`src/rtl/icache_responder.sv`:
```
// icache_responder: direct-mapped instruction cache front end, one 32-bit
// instruction per line, 2^IDX_W lines. Each request takes the path
// IDLE -> LOOKUP -> (MISS_REQ -> MISS_WAIT ->) RESP.
//
// Ports
//   clk, rst              clock (rising edge) and asynchronous active-low reset
//   req_valid_i/addr/wen  fetch request; accepted when req_valid_i && req_ready_o
//   req_ready_o           high only while idle
//   resp_valid_o          one-cycle response strobe carrying resp_data_o/resp_err_o
//   flush_i               invalidate every line at the next edge
//   mem_req_*             refill request handshake toward memory
//   mem_resp_*            refill data return, only honoured while waiting for it
//
// Optional feature: define ICACHE_PERF_CNT_EN to add the 32-bit hit_cnt_o and
// miss_cnt_o lookup counters.
module icache_responder #(
    parameter int IDX_W  = 4,
    parameter int ADDR_W = 64
) (
    input  logic              clk,
    input  logic              rst,
    input  logic              req_valid_i,
    input  logic [ADDR_W-1:0] req_addr_i,
    input  logic              req_wen_i,
    output logic              req_ready_o,
    output logic              resp_valid_o,
    output logic [31:0]       resp_data_o,
    output logic              resp_err_o,
    input  logic              flush_i,
    output logic              mem_req_valid_o,
    output logic [ADDR_W-1:0] mem_req_addr_o,
    input  logic              mem_req_ready_i,
    input  logic              mem_resp_valid_i,
    input  logic [31:0]       mem_resp_data_i
`ifdef ICACHE_PERF_CNT_EN
    ,
    output logic [31:0]       hit_cnt_o,
    output logic [31:0]       miss_cnt_o
`endif
);

    localparam int LINES = 1 << IDX_W;
    localparam int TAG_W = ADDR_W - IDX_W - 2;

    typedef enum logic [2:0] {IDLE, LOOKUP, MISS_REQ, MISS_WAIT, RESP} state_t;

    state_t            state;
    logic [ADDR_W-1:0] addr;
    logic              wen;
    logic              fill_kill;
    logic [LINES-1:0]  valid_bits;
    logic [TAG_W-1:0]  tag_mem  [LINES];
    logic [31:0]       data_mem [LINES];

    logic [IDX_W-1:0]  idx;
    logic [TAG_W-1:0]  tag;
    logic              bad;
    logic              hit;
    logic              fill;

    assign idx  = addr[IDX_W+1:2];
    assign tag  = addr[ADDR_W-1:IDX_W+2];
    assign bad  = (addr[1:0] != 2'b00) || wen;
    assign hit  = valid_bits[idx] && (tag_mem[idx] == tag);
    assign fill = (state == MISS_WAIT) && mem_resp_valid_i;

    // All outputs are registered and move together with the state, so the
    // asynchronous reset drives every one of them (req_ready_o included) to 0.
    // req_ready_o comes back one edge after reset is released.
    always_ff @(posedge clk or negedge rst) begin
        if (!rst) begin
            state           <= IDLE;
            addr            <= '0;
            wen             <= 1'b0;
            fill_kill       <= 1'b0;
            req_ready_o     <= 1'b0;
            resp_valid_o    <= 1'b0;
            resp_data_o     <= '0;
            resp_err_o      <= 1'b0;
            mem_req_valid_o <= 1'b0;
            mem_req_addr_o  <= '0;
        end else begin
            case (state)
                IDLE: begin
                    req_ready_o <= 1'b1;
                    if (req_valid_i && req_ready_o) begin
                        addr        <= req_addr_i;
                        wen         <= req_wen_i;
                        req_ready_o <= 1'b0;
                        state       <= LOOKUP;
                    end
                end
                LOOKUP: begin
                    if (bad) begin
                        resp_valid_o <= 1'b1;
                        resp_err_o   <= 1'b1;
                        resp_data_o  <= '0;
                        state        <= RESP;
                    end else if (hit) begin
                        resp_valid_o <= 1'b1;
                        resp_err_o   <= 1'b0;
                        resp_data_o  <= data_mem[idx];
                        state        <= RESP;
                    end else begin
                        mem_req_valid_o <= 1'b1;
                        mem_req_addr_o  <= addr;
                        fill_kill       <= 1'b0;
                        state           <= MISS_REQ;
                    end
                end
                MISS_REQ: begin
                    // A flush while the refill is outstanding means the
                    // returning line may be stale: deliver it, don't cache it.
                    if (flush_i) fill_kill <= 1'b1;
                    if (mem_req_ready_i) begin
                        mem_req_valid_o <= 1'b0;
                        mem_req_addr_o  <= '0;
                        state           <= MISS_WAIT;
                    end
                end
                MISS_WAIT: begin
                    if (flush_i) fill_kill <= 1'b1;
                    if (mem_resp_valid_i) begin
                        resp_valid_o <= 1'b1;
                        resp_err_o   <= 1'b0;
                        resp_data_o  <= mem_resp_data_i;
                        state        <= RESP;
                    end
                end
                RESP: begin
                    resp_valid_o <= 1'b0;
                    resp_err_o   <= 1'b0;
                    resp_data_o  <= '0;
                    req_ready_o  <= 1'b1;
                    state        <= IDLE;
                end
                default: state <= IDLE;
            endcase
        end
    end

    // Flush takes priority over a same-edge fill, and over any fill that was
    // already marked stale.
    always_ff @(posedge clk or negedge rst) begin
        if (!rst) begin
            valid_bits <= '0;
        end else if (flush_i) begin
            valid_bits <= '0;
        end else if (fill && !fill_kill) begin
            valid_bits[idx] <= 1'b1;
        end
    end

    // Tag/data storage carries no reset; the valid bits qualify its contents.
    always_ff @(posedge clk) begin
        if (fill) begin
            tag_mem[idx]  <= tag;
            data_mem[idx] <= mem_resp_data_i;
        end
    end

`ifdef ICACHE_PERF_CNT_EN
    // Only well-formed lookups are counted; error responses count neither.
    always_ff @(posedge clk or negedge rst) begin
        if (!rst) begin
            hit_cnt_o  <= '0;
            miss_cnt_o <= '0;
        end else if (state == LOOKUP && !bad) begin
            if (hit) hit_cnt_o  <= hit_cnt_o + 32'd1;
            else     miss_cnt_o <= miss_cnt_o + 32'd1;
        end
    end
`endif

endmodule

```
`config.mk`:
```
export PLATFORM = sky130hd
export DESIGN_NAME = icache_responder
export DESIGN_NICKNAME = d
export VERILOG_FILES = /design/src/rtl/icache_responder.sv
export SDC_FILE = /design/constraint.sdc
export NUM_CORES = 1
export LEC_CHECK = 0
export BUFFER_PORTS_ARGS = -buffer_cell sky130_fd_sc_hd__buf_2
export CAP_MARGIN = 40
export CORE_ASPECT_RATIO = 2
export CORE_MARGIN = 8
export CORE_UTILIZATION = 31
export DETAILED_ROUTE_END_ITERATION = 16
export GPL_TIMING_DRIVEN = 0
export PLACE_DENSITY = 0.58
export SYNTH_ARGS = -nofsm -noshare
export SYNTH_HDL_FRONTEND = slang
export SYNTH_SLANG_ARGS = --single-unit
```
`constraint.sdc`:
```
create_clock -name clk -period 13.5 [get_ports clk]
set_clock_uncertainty 0.15 [all_clocks]
set_input_delay 0.675 -clock clk [delete_from_list [all_inputs] [get_ports clk]]
set_output_delay 0.675 -clock clk [all_outputs]
set_load 0.05 [all_outputs]
```
==> metrics.md, run 1 <==
| Metric | Value |
|---|---|
| Outcome | finished, violations left |
| Failing checks | negative hold slack |
| Hold path startpoint | req_addr_i[59] |
| Post-synthesis cell count | ~3300 |
| Min Hold Slack | -6.14 ps |
| Largest net degree at the start of global routing | 66 |
| Most common cell after layout, fill and taps aside | edfxtp_1 |
| Rows | 236 |
| Reg2reg setup slack | ~7000 ps |
| Worst Hold Depth | 3 |
| Area taken by flip-flops and latches | 47900 sq um |
| Maximum clock rate | roughly 160 MHz |
| Final hold viol count | 2 |
| Most frequent cells in the layout | edfxtp_1 (1440), mux4_2 (327), buf_2 (256) |
| Vias | 36200 |
| IO Count | just over 200 |
| Initial antenna violation count | 22 |
| HP Class | input port to flop |
| PostCTS Resize Cnt | 0 |
| Reg-to-Reg Start | addr[2]$_DFFE_PN0P_ |
| Crit Path Category | flop to flop |
| Slew Limit Fails | 0 |
| Multi-input logic area | between 15000 and 20000 sq um |
| P&R area growth vs syn | 20.6% |
| Buf/Inv on CP | 8 |
| Violation count after the first detailed-routing iteration | 3854 |
| Global-route wire length before repair | 308 mm |
| Endpoints failing setup | 0 |
| Die width | 338 um |
| Synth async-reset ratio | 11.4% |
| Reg2Reg Depth | 16 |
| Maximum capacitance violations | 0 |
| Synth warn | 0 |
| RD Place Congestion | 0.986 |
| Core area | 206000 sq um |
| Ranking of synthesized cells by area | edfxtp_1 (67%), mux4_2 (11%), dfrtp_1 (7.2%) |
| Syn_nets | about 3400 |
| Routed WL | ~230 mm |
| Initial Utilization | 31.1% |
| Nets | between 3000 and 4000 |
| Final ANT Viol Nets | 0 |
| Period minus WS final | 6400 ps |
| Slowest CP cell | xor2_1 |
| Layout cells sized above 1 | 30.4% |
| CP required | 14030 ps |
| Clk sink count | 1625 |
| Crit path capture type | flop |
| Synth unique cells | 76 |
| Synth Area per Inst | 19.6 sq um |
| Total track usage | 20.0% |
| Die Y | 660 um |
| Crit start category | flop |
| Fill cell count | 18800 |
| Drt drc | 0 |
| Most used cell, CP | buf_2 |
| CTS buffer count | 145 |
| Synth Flop Type | edfxtp_1 |
| Static leakage power | about 26 nW |
| Vias per cell | 5.37 |
| IO Port Bufs | between 200 and 250 |
| Critical-path cell list | buf_4, buf_6, buf_6, inv_1, buf_2, buf_2, mux2i_1, xor2_1, a41oi_1, nor4_1, nand4_1, o21a_1, buf_2, buf_1, nand3_1, o211ai_1 |
| Clock root cell | clkbuf_16 |
| Die area | 223000 sq um |
| Yosys top cell by area | edfxtp_1 |
| Reg2reg end | mem_req_addr_o[44]$_DFFE_PN0P_ |
| Final Power | 17.8 mW |
| Dpl cell area | 72300 sq um |
| First-pass DRT Iterations | 8 |
| Pwr Density | ~230 nW/um^2 |
| VDD IR max | 0.000157 V |
| Rel. slew slack | 32.8% |
| CP max stage delay | 680 ps |
| CP delay by family, top | buffers and inverters |
| Cell Area, Synth | 64300 sq um |
| Arr. time, crit path | 6920 ps |
| Top-area cell type share of the netlist area | 67.3% |
| Crit-path max FO | 10 |
| Sequential element share of the synthesized area | 74.5% |
| TritonCTS clock tree | yes |
| Vias in the first global route | 36900 |
| Post-route cell area | 77500 sq um |
| Number of synthesized flops with an enable pin | between 1000 and 1500 |
| Clock latency at the later pin of the worst-skew pair | a little over 800 ps |
| CTS Buffer Depth | 4 |
| Clk slew on worst S/H paths | 70 ps |
| Hold EP | addr[59]$_DFFE_PN0P_ |
| Post-DP HPWL | 166 mm |
| Grt ovf | 0 |
| Synth Register Bits | 1625 |
| Final period util | 47.4% |
| Wire length per cell | 33.7 um |
| Worst-margin pin slew | 1010 ps |
| RSZ-0062 raised after global routing | no |
| H-Tree Depth | 4 |
-- report_power, final --
part	internal, mW	switching, mW	total (mW)	leakage, nW
combinational	2.41	4.30	6.71	8.61
sequential	6.15	0.606	6.75	15.2
clock	2.47	1.89	4.36	2.34
total	11.0	6.80	17.8	26.2
-- synth_stat cells, types with 4 or more instances --
| master | number |
|---|---|
| buf_2 | 49 |
| nor2b_1 | 14 |
| buf_4 | 24 |
| xnor2_1 | 33 |
| a211oi_1 | 7 |
| buf_1 | 14 |
| nand3_1 | 80 |
| a31oi_1 | 10 |
| nor4_1 | 8 |
| and3_1 | 5 |
| clkbuf_1 | 76 |
| o21ai_0 | 57 |
| and4_1 | 4 |
| a21oi_1 | 35 |
| nand2_1 | 212 |
| a22oi_1 | 49 |
| mux2i_1 | 166 |
| a221oi_1 | 9 |
| o22ai_1 | 23 |
| nand4_1 | 8 |
| buf_6 | 21 |
| nor2_1 | 56 |
| nor3_1 | 17 |
| xor2_1 | 18 |
| dfrtp_1 | 185 |
| mux2_2 | 103 |
| edfxtp_1 | 1440 |
| o211ai_1 | 68 |
| mux2_4 | 28 |
| mux4_2 | 327 |
| a22o_1 | 5 |
| or3_1 | 4 |
| nand2b_1 | 11 |
| a21o_1 | 4 |
| inv_1 | 46 |
-- state kept, by name, indices dropped and copies added (netlist names) --
register	flops
valid_bits	16
state	3
resp_valid_o	1
mem_req_addr_o	64
resp_data_o	32
data_mem	512
wen	1
tag_mem	928
mem_req_valid_o	1
req_ready_o	1
fill_kill	1
resp_err_o	1
addr	64
-- tightest hold or removal path, cell delays in order --
cell,delay (ps)
buf_2,120
nand2_1,50
o21ai_0,60
-- per-layer routing --
metal	up-vias	track usage (%)	wire, um
li1	14500	-	-
met2	1948	33.9	113000
met1	19100	22.2	78700
met5	-	0	47
met3	616	4.30	16600
met4	8	13.8	18800
-- area by class of cell --
| type | instances | share of cell area, % |
|---|---|---|
| multi-input cells | 1424 | 19.7 |
| plain buffers | 186 | 1.34 |
| diodes | 14 | 0.0452 |
| inverters | 47 | 0.228 |
| well taps | 2737 | 4.42 |
| flip-flops and latches | 1625 | 61.7 |
| repair buffers | 461 | 6.27 |
| clock buffers | 188 | 5.11 |
| clock inverters | 66 | 1.12 |
-- cell families (layout without fill, tap and decap cells) --
kind of cell	count (synthesis)	in the layout	synth area share (%)
other cells	0	14	0
buf+inv	233	948	1.88
compound gates	314	314	3.39
mux	624	624	16.5
xor+xnor	51	51	0.695
flops	1625	1625	74.5
simple gates	435	435	3.04
-- repair_timing --
item | CTS | global route
buffers inserted | 0 | 0
hold buffers | 40 | 0
endpoints found under the hold margin | 102 | 0
-- worst max-delay path by stage --
stage / startpoint / endpoint / slack [ps] / depth (start not counted)
after floorplan: addr[5]$_DFFE_PN0P_ / data_mem[12][0]$_DFFE_PP_ / 4250 / 9
after global placement: addr[5]$_DFFE_PN0P_ / data_mem[8][20]$_DFFE_PP_ / -8320 / 9
after detailed placement: addr[2]$_DFFE_PN0P_ / mem_req_addr_o[44]$_DFFE_PN0P_ / 7290 / 18
after CTS: addr[2]$_DFFE_PN0P_ / mem_req_addr_o[44]$_DFFE_PN0P_ / 7280 / 18
after global routing: addr[2]$_DFFE_PN0P_ / mem_req_addr_o[44]$_DFFE_PN0P_ / 7160 / 18
final: addr[2]$_DFFE_PN0P_ / mem_req_addr_o[44]$_DFFE_PN0P_ / 7100 / 16
-- metrics by stage --
stage | cells | TNS [ps] | util [%] | setup slack (ps)
after CTS | 6731 | 0 | 37.5 | 7280
after floorplan | 3282 | 0 | - | 4250
final | 6748 | 0 | 37.6 | 7100
after detailed placement | 6437 | 0 | 35.0 | 7290
after global placement | 6220 | -4008960 | 33.3 | -8320
after global routing | 6736 | 0 | 37.6 | 7160
Note: power is estimated with default switching activity, not from simulation.
==> run 2: changes to the inputs <==
==> constraint.sdc (replaced) <==
create_clock -name clk -period 6.2 [get_ports clk]
set_clock_uncertainty 0.15 [all_clocks]
set_input_delay 0.31 -clock clk [delete_from_list [all_inputs] [get_ports clk]]
set_output_delay 0.31 -clock clk [all_outputs]
set_load 0.05 [all_outputs]
==> run 2 against run 1 <==
  * The run now ends clean
  * Critical path depth is 1 higher
  * Die area unchanged
  * Wire length fell by 2.2%
  * Sequential power up 120%
  * Non-clock buffer count increased by 35
  * Hold slack better by 52 ps
  * Cell count is 0.49% higher
  * Clock-buffer cell count decreased by 2
  * Clock power grew 120%
  * Largest cell class unchanged
==> metrics.md, run 2 (synthesis gave the netlist of run 1 again) <==
| Metric | Value |
|---|---|
| Outcome | finished, final reports clean |
| CP required | 6720 ps (-7310 ps) |
| Crit-path max FO | 10 (unchanged) |
| Crit path capture type | flop |
| Rel. slew slack | 34.2% (+1.4 points) |
| Die width | 338 um (unchanged) |
| Internal | 24.0 mW (+120%) |
| Die Y | 660 um (unchanged) |
| Initial Utilization | 31.1% (unchanged) |
| Placed Cells | 6410 (-0.42%) |
| Core area | 206000 sq um (unchanged) |
| Post-DP HPWL | 163 mm (-1.8%) |
| Layout Cells excl Fill | 6781 (+0.49%) |
| P&R area growth vs syn | 22.0% |
| Crit Path Category | flop to flop |
| Maximum capacitance violations | 0 (unchanged) |
| IO Port Bufs | 201 (unchanged) |
| Nets | 4029 (+0.90%) |
| TritonCTS clock tree | yes |
| Vias per cell | 5.31 (-0.97%) |
| Static leakage power | 26.4 nW (+0.98%) |
| Combinational share of power | 37.5% (-0.2 points) |
| Post-CTS setup buffer count | 0 (unchanged) |
| Final ANT Viol Nets | 0 (unchanged) |
| Number of flip-flops in the largest register | 928 (unchanged) |
| Layout cells sized above 1 | 29.5% (-0.90 points) |
| Largest reg by FF count | tag_mem |
| Wire length per cell | 32.8 um (-2.7%) |
| Biggest regs | tag_mem (928), data_mem (512) |
| Clock Power Share | 24.5% (about the same) |
| Setup ws final | 70.6 ps (-7030 ps) |
| Total track usage | 19.5% (-0.48 points) |
| Reg2reg setup slack | 70 ps (-7030 ps) |
| Clk sink count | 1625 (unchanged) |
| Pwr Density | 492 nW/um^2 (+110%) |
| Period minus WS final | 6130 ps (-268 ps) |
| Largest net degree at the start of global routing | 98 (+48%) |
| Setup WS pre-CTS | 197 ps (-7100 ps) |
| Rows | 236 (unchanged) |
| Psw | 14.5 mW (+110%) |
| First-pass DRT Iterations | 6 (-2) |
| CTS Buffer Depth | 4 (unchanged) |
| Endpoints failing setup | 0 (unchanged) |
| Global-route wire length before repair | 301 mm (-2.2%) |
| Post-route cell area | 78400 sq um (+1.1%) |
| Slew Limit Fails | 0 (unchanged) |
| CTS buffer count | 146 (+0.69%) |
| Crit start category | flop |
| Clock latency at the later pin of the worst-skew pair | 830 ps (about the same) |
| Worst-margin pin slew | 977 ps (-31.6 ps) |
| Dpl cell area | 72500 sq um (+0.36%) |
| Vias | 36000 (-0.48%) |
| Most frequent cells in the layout | edfxtp_1 (1440), mux4_2 (327), buf_2 (253) |
| Final hold viol count | 0 (-2) |
| VDD IR max | 0.000265 V (+69%) |
| Fill cell count | 18800 (+0.011%) |
| Grt ovf | 0 (unchanged) |
| Routed WL | 222 mm (-2.2%) |
| RD Place Congestion | 0.977 (-0.89%) |
| Initial antenna violation count | 16 (-27%) |
| Violation count after the first detailed-routing iteration | 3825 (-0.75%) |
| Reg power frac | 38.1% (+0.2 points) |
| Clock root cell | clkbuf_16 |
| Multi-input logic area | 15300 sq um (+0.16%) |
| Drt drc | 0 (unchanged) |
| Final Power | 38.6 mW (+120%) |
| Arr. time, crit path | 6650 ps (-270 ps) |
| Maximum clock rate | 163 MHz (+4.4%) |
| RSZ-0062 raised after global routing | no |
| H-Tree Depth | 4 (unchanged) |
| IO Count | 203 (unchanged) |
| Final period util | 98.9% (+51 points) |
| Die area | 223000 sq um (unchanged) |
| HP Class | input port to flop |
| Area taken by flip-flops and latches | 47900 sq um (unchanged) |
| Vias in the first global route | 36800 (-0.21%) |
| Clk slew on worst S/H paths | 70 ps (about the same) |
| Min Hold Slack | 45.8 ps (+52.0 ps) |
| Most common cell after layout, fill and taps aside | edfxtp_1 |
| Sw frac | 37.7% (-0.42 points) |
[run 2: changes by cell type in the layout (fill, tap and decap cells not counted), moves of 2 or more]
cell	previous run	this run
clkinv_2	17	22
buf_16	42	61
dlygate4sd3_1	40	103
buf_6	77	48
nor3_2	4	0
clkinv_1	13	10
clkbuf_2	3	1
nor3_4	0	4
buf_4	68	29
buf_8	25	50
buf_2	256	253
[run 2: routing by layer]
metal	wire length, um	track usage [%]	vias to the layer above
li1	-	-	14600
met1	77900	22.1	19100
met2	109000	33.0	1821
met3	16100	3.66	561
met4	18700	13.6	2
met5	12	0	-
[run 2: area by class of cell]
class	instances	share of cell area [%]
clock inverters	67	1.08
multi-input cells	1424	19.5
well taps	2737	4.37
flip-flops and latches	1625	61.0
clock buffers	186	5.06
plain buffers	186	1.33
inverters	47	0.225
repair buffers	496	7.31
diodes	13	0.0415
[run 2: power by group through the flow]
stage	Sequential (mW)	Combinational [mW]	Clock (mW)
floorplan	15.4	6.85	0
global placement	15.3	12.8	0
detailed placement	14.9	14.3	0
CTS	14.7	14.4	9.53
global route	14.8	14.8	9.88
finish	14.7	14.5	9.43
[run 2: worst max-delay path, cell delays in order (launching register included)]
cell and delay [ps]:
dfrtp_1 370, buf_4 190, buf_6 200, buf_6 220, inv_1 460, buf_2 770
mux2i_1 310, xnor2_1 150, nor3_1 640, a31oi_1 180, nor4_1 570, buf_2 280
nand4_1 210, o21a_1 250, buf_2 270, clkbuf_1 360, nand3_1 280, o211ai_1 120
[run 2: stage by stage]
stage               utilization [%]  TNS [ps]
finish                         38.0         0
global route                   38.0         0
CTS                            38.0         0
detailed placement             35.1         0
global placement               33.3         -
floorplan                         -   -542550
[run 2: final timing paths]
| check | startpoint | end | depth (start not counted) |
|---|---|---|---|
| worst max-delay path | addr[2]$_DFFE_PN0P_ | mem_req_addr_o[14]$_DFFE_PN0P_ | 17 |
| worst min-delay path | mem_req_ready_i | mem_req_addr_o[2]$_DFFE_PN0P_ | 6 |
| worst max register to register | addr[2]$_DFFE_PN0P_ | mem_req_addr_o[14]$_DFFE_PN0P_ | 17 |
| worst min register to register | resp_valid_o$_DFFE_PN0P_ | resp_valid_o$_DFFE_PN0P_ | 1 |
| max in group asynchronous | rst | resp_data_o[15]$_DFFE_PN0P_ | 4 |
| min in group asynchronous | rst | resp_data_o[4]$_DFFE_PN0P_ | 4 |
[run 2: repair_timing]
action / 4_1_cts / 5_1_grt
endpoints found under the setup margin: 0 / 3
hold endpoints to repair: 798 / 0
resized for setup: 0 / 1
hold buffers: 104 / 0
